### config.mk
export PLATFORM = sky130hd
export DESIGN_NAME = rr_arbiter_8
export DESIGN_NICKNAME = d
export VERILOG_FILES = /design/src/rtl/rr_arbiter_8_pkg.sv /design/src/rtl/rr_arbiter_8_pick.sv /design/src/rtl/rr_arbiter_8.sv
export SDC_FILE = /design/constraint.sdc
export NUM_CORES = 1
export LEC_CHECK = 0
export ABC_AREA = 1
export CORE_MARGIN = 4
export CORE_UTILIZATION = 25
export CTS_CLUSTER_SIZE = 12
export DETAILED_ROUTE_END_ITERATION = 8
export PLACE_DENSITY_LB_ADDON = 0.12
export SLEW_MARGIN = 20
export SYNTH_ARGS = -nofsm -noshare
export SYNTH_HDL_FRONTEND = slang
export SYNTH_SLANG_ARGS = --single-unit
### constraint.sdc
create_clock -name clk -period 5.6 [get_ports clk]
set_clock_uncertainty 0.15 [all_clocks]
set_input_delay 1.68 -clock clk [delete_from_list [all_inputs] [get_ports clk]]
set_output_delay 1.68 -clock clk [all_outputs]
set_load 0.05 [all_outputs]
### src/rtl/rr_arbiter_8_pkg.sv
// Shared definitions for the 8-way round-robin arbiter.
// Holds the FSM state encoding, the requester count, the index width and the
// default grant-hold limit used when RR_ARB_TIMEOUT_EN is defined.
package rr_arbiter_8_pkg;

  localparam int N_REQ           = 8;
  localparam int IDX_W           = 3;
  localparam int TIMEOUT_CYC_DEF = 64;

  typedef enum logic {
    ST_IDLE  = 1'b0,
    ST_GRANT = 1'b1
  } state_e;

endpackage

### src/rtl/rr_arbiter_8_pick.sv
// Round-robin winner selection (purely combinational).
// Searches req starting one past last_idx and wrapping modulo N_REQ, so the
// most recently served requester has the lowest priority.
module rr_pick
  import rr_arbiter_8_pkg::*;
(
  input  logic [N_REQ-1:0] req,
  input  logic [IDX_W-1:0] last_idx,
  output logic             any,
  output logic [IDX_W-1:0] winner
);

  logic found;

  // Scan last_idx+1 .. last_idx+8; the 3-bit add wraps 7 -> 0 on its own.
  always_comb begin
    any    = |req;
    winner = '0;
    found  = 1'b0;
    for (int k = 1; k <= N_REQ; k++) begin
      logic [IDX_W-1:0] cand;
      cand = last_idx + IDX_W'(k);
      if (!found && req[cand]) begin
        winner = cand;
        found  = 1'b1;
      end
    end
  end

endmodule

### src/rtl/rr_arbiter_8.sv
// rr_arbiter_8: round-robin arbiter for one shared 8-way select resource.
// Grants one requester at a time, holds the grant until released, and inserts
// one IDLE bubble between consecutive grants. The winner is presented as a
// registered 3-bit index plus a one-hot enable gated by gnt_valid.
// Optional feature: define RR_ARB_TIMEOUT_EN to force a revoke after
// TIMEOUT_CYC grant cycles without release (timeout pulses for one cycle).
// "release" is a reserved word in SystemVerilog, so the port is release_i.
module rr_arbiter_8
  import rr_arbiter_8_pkg::*;
#(
  parameter int TIMEOUT_CYC = TIMEOUT_CYC_DEF
) (
  input  logic             clk,
  input  logic             rst_n,
  input  logic [N_REQ-1:0] req,
  input  logic             release_i,
  output logic             gnt_valid,
  output logic [IDX_W-1:0] gnt_idx,
  output logic [N_REQ-1:0] gnt_onehot,
  output logic             busy,
  output logic             timeout
);

  state_e           state_q, state_d;
  logic [IDX_W-1:0] gnt_idx_q, gnt_idx_d;
  logic [IDX_W-1:0] last_idx_q, last_idx_d;
  logic             timeout_q, timeout_d;

  logic             pick_any;
  logic [IDX_W-1:0] pick_winner;
  logic             expired;

  rr_pick u_pick (
    .req      (req),
    .last_idx (last_idx_q),
    .any      (pick_any),
    .winner   (pick_winner)
  );

`ifdef RR_ARB_TIMEOUT_EN
  localparam int CNT_W = (TIMEOUT_CYC > 2) ? $clog2(TIMEOUT_CYC) : 1;

  logic [CNT_W-1:0] cnt_q, cnt_d;

  // cnt_q holds (grant cycle number - 1); the last allowed cycle is TIMEOUT_CYC-1.
  assign expired = (cnt_q == CNT_W'(TIMEOUT_CYC - 1));

  // Grant-age counter register.
  always_ff @(posedge clk or negedge rst_n) begin
    if (!rst_n) cnt_q <= '0;
    else        cnt_q <= cnt_d;
  end
`else
  // No counter in this build: a grant never expires. The parameter is still
  // referenced so both builds share the same interface without unused warnings.
  assign expired = 1'b0 & (TIMEOUT_CYC > 0);
`endif

  // FSM, grant index, round-robin pointer and timeout pulse registers.
  always_ff @(posedge clk or negedge rst_n) begin
    if (!rst_n) begin
      state_q    <= ST_IDLE;
      gnt_idx_q  <= '0;
      last_idx_q <= IDX_W'(N_REQ - 1);
      timeout_q  <= 1'b0;
    end else begin
      state_q    <= state_d;
      gnt_idx_q  <= gnt_idx_d;
      last_idx_q <= last_idx_d;
      timeout_q  <= timeout_d;
    end
  end

  // Next-state logic: IDLE picks a winner, GRANT waits for release or expiry.
  always_comb begin
    state_d    = state_q;
    gnt_idx_d  = gnt_idx_q;
    last_idx_d = last_idx_q;
    timeout_d  = 1'b0;
`ifdef RR_ARB_TIMEOUT_EN
    cnt_d      = cnt_q;
`endif
    case (state_q)
      ST_IDLE: begin
        if (pick_any) begin
          state_d   = ST_GRANT;
          gnt_idx_d = pick_winner;
`ifdef RR_ARB_TIMEOUT_EN
          cnt_d     = '0;
`endif
        end
      end
      ST_GRANT: begin
        if (release_i || expired) begin
          state_d    = ST_IDLE;
          last_idx_d = gnt_idx_q;
          // A release on the expiry edge wins: it is a normal release.
          timeout_d  = expired && !release_i;
        end else begin
`ifdef RR_ARB_TIMEOUT_EN
          cnt_d = cnt_q + 1'b1;
`endif
        end
      end
      default: state_d = ST_IDLE;
    endcase
  end

  assign gnt_valid  = (state_q == ST_GRANT);
  assign busy       = (state_q == ST_GRANT);
  assign gnt_idx    = gnt_idx_q;
  assign gnt_onehot = gnt_valid ? (N_REQ'(1) << gnt_idx_q) : '0;
  assign timeout    = timeout_q;

endmodule

==> flow_summary.ini <==
[synthesis]
synth.most_common_cell = nand2_1
avgSynthCellArea_sq_um = 6.06
synthFlopType = dfrtp_1
ys_ff_latch = 7
synth_area_sq_um = 1080
synth_common_cells = 53 x nand2_1, 31 x nand3_1, 23 x nor2_1
synth-edff-count = 0
synth_area_leaders = nand2_1 18%, nand3_1 14%, dfrtp_1 9.3%
synth_cell_types = 30
yosysTopAreaCellShare_pct = 18.4
syn_inst = 178
async_flop_share_pct = 100
synth_seq_area_share_pct = 16.6
synth.largest_area_cell = nand2_1
syn-num-nets = 191
synth_warnings = 0

[global_route]
antenna_found_initial = 0
grt_pass1_wl_mm = 5.22
grtUsageTotal_pct = 12.2
gr-total-overflow = 0
grt_max_degree = 13
grt_pass1_vias = 1148

[layout]
syn_to_final_growth_pct = 26.8
multi_input_area_sq_um = 762
final_area_sq_um = 1370
seq_area_sq_um = 179
fin_util_pct = 33.5
drive_gt1_share_pct = 14.5
diodes = 0
fill_cells = 452
nets = 214

[route]
via_per_inst = 4.84
drt_iter0_markers = 91
num_vias = 1211
totalWireLength_mm = 3.08
drc = 0
wl_per_cell_um = 12.3
firstDrtPassIters = 4
antenna_left = 0

[timing]
rsz0062_at_grt = false
max_freq_mhz = 277
hold_viol_final = 0
post-route-period-util_pct = 64.6
fin_crit_ps = 3620
worst-slew-pin-transition_ps = 503
drv_slew = 0
setup_slack_ps = 1980
setup_viol = 0
tns_ps = 0
relSlewSlack_pct = 66.4

[critical_path]
critPathKind = register to output port
worstPathMaxFanout = 7
cp_top_family = buffers and inverters
cp-start-kind = register
critical_path.startpoint = busy
cp.arrival_ps = 1790
crit_chain = nand2_1, nor2_1, clkdlybuf4s50_1
reg2reg_from = last_idx_q[0]
cpPeakStageDelay_ps = 810
critPathRequiredTime_ps = 3770
path_buf_inv = 1
crit_path_end_kind = output port
cp_slowest_cell = clkdlybuf4s50_1

[clock_network]
cts_tree = done
cts-root-buf = clkbuf_8
cts.sinks = 7
post_cts_resized = 0
clock_latency_ps = 220
cts_hold_buf = 0
cts_buffers = 3
htreeDepth = 1
post_cts_buffers = 0
cts_buffer_depth = 2
clk_pin_slew_ps = 40

[hold_path]
min_path_type = register to register
hp-start = gnt_idx[2]

[place]
place_area_sq_um = 1320
hpwl_mm = 2.48
place_congestion = 0.853
dp_slack_ps = 2070
io_buffer_count = 23

[floorplan]
fp.dieW_um = 73.7
design.core.area_sq_um = 4090
ios = 25
start_util_pct = 26.4
dieArea_sq_um = 5430
die_h_um = 73.7
rows = 23

[flow_run]
maxCapViolCount = 0

[status]
status = finished clean
-- cell families (layout without fill, tap and decap cells) --
kind of cell	Yosys count	count (layout)	synth area share, %
and+or+nand+nor	130	130	61.0
xor gates and xnor gates	3	3	3.13
other	1	1	0.348
AOI/OAI and AO/OA	7	7	3.83
buffers and inverters	28	50	12.8
DFF	7	7	16.6
adders and majority gates	2	2	2.32
-- layer usage --
metal,up-vias,wire length [um],track usage [%]
met4,0,59,4.83
met5,-,0,0
met1,540,1490,16.3
met3,6,157,2.05
met2,51,1370,19.5
li1,614,-,-
-- path summary, 6_finish.rpt --
check	slack (ps)	end	cells after the start
worst min-delay path	400	gnt_idx[2]	2
worst max-delay path	1980	gnt_onehot[5]	3
min in group asynchronous	1570	gnt_idx[1]	1
max in group asynchronous	3430	last_idx_q[0]	1
worst min register to register	400	gnt_idx[2]	2
worst max register to register	2860	gnt_idx[1]	13
-- cell usage in the layout, fill, tap and decap left out, types with 2 or more instances in the layout --
| master | count |
|---|---|
| nand2_1 | 53 |
| nand3_1 | 31 |
| nor2_1 | 23 |
| clkdlybuf4s50_1 | 23 |
| inv_1 | 16 |
| nand3_2 | 6 |
| inv_2 | 5 |
| o21ai_0 | 4 |
| dfrtp_1 | 4 |
| nand2_2 | 3 |
| nand4_1 | 3 |
| clkbuf_8 | 3 |
| dfstp_2 | 3 |
| nor4_1 | 2 |
| nand3b_1 | 2 |
| nand2_4 | 2 |
| nor2_4 | 2 |
| ha_1 | 2 |
-- stage by stage --
stage	hold WS, ps	cells
6_report	399	250
3_3_place_gp	398	246
5_1_grt	464	250
3_5_place_dp	387	246
4_1_cts	409	250
2_1_floorplan	453	178
-- worst register-to-register path, delay by kind of cell, from the launching register on --
| kind | cells | cell delay (ps) |
|---|---|---|
| flip-flops | 1 | 680 |
| AND/OR/NAND/NOR | 10 | 1070 |
| buffers and inverters | 2 | 320 |
| adder cells (fa/ha/maj) | 1 | 440 |
-- state kept, by name (all words and copies together), names as in the netlist --
register / count
gnt_idx: 3
last_idx_q: 3
busy: 1
-- area by class of cell --
type / instances / share of cell area, %
inverters: 23 / 6.50
well taps: 50 / 4.57
flip-flops and latches: 7 / 13.1
clock buffers: 4 / 3.29
multi-input cells: 143 / 55.7
repair buffers: 23 / 16.8
Power is not shown: default switching activity piles up to over one toggle a cycle in this logic, so the estimate is an artifact.
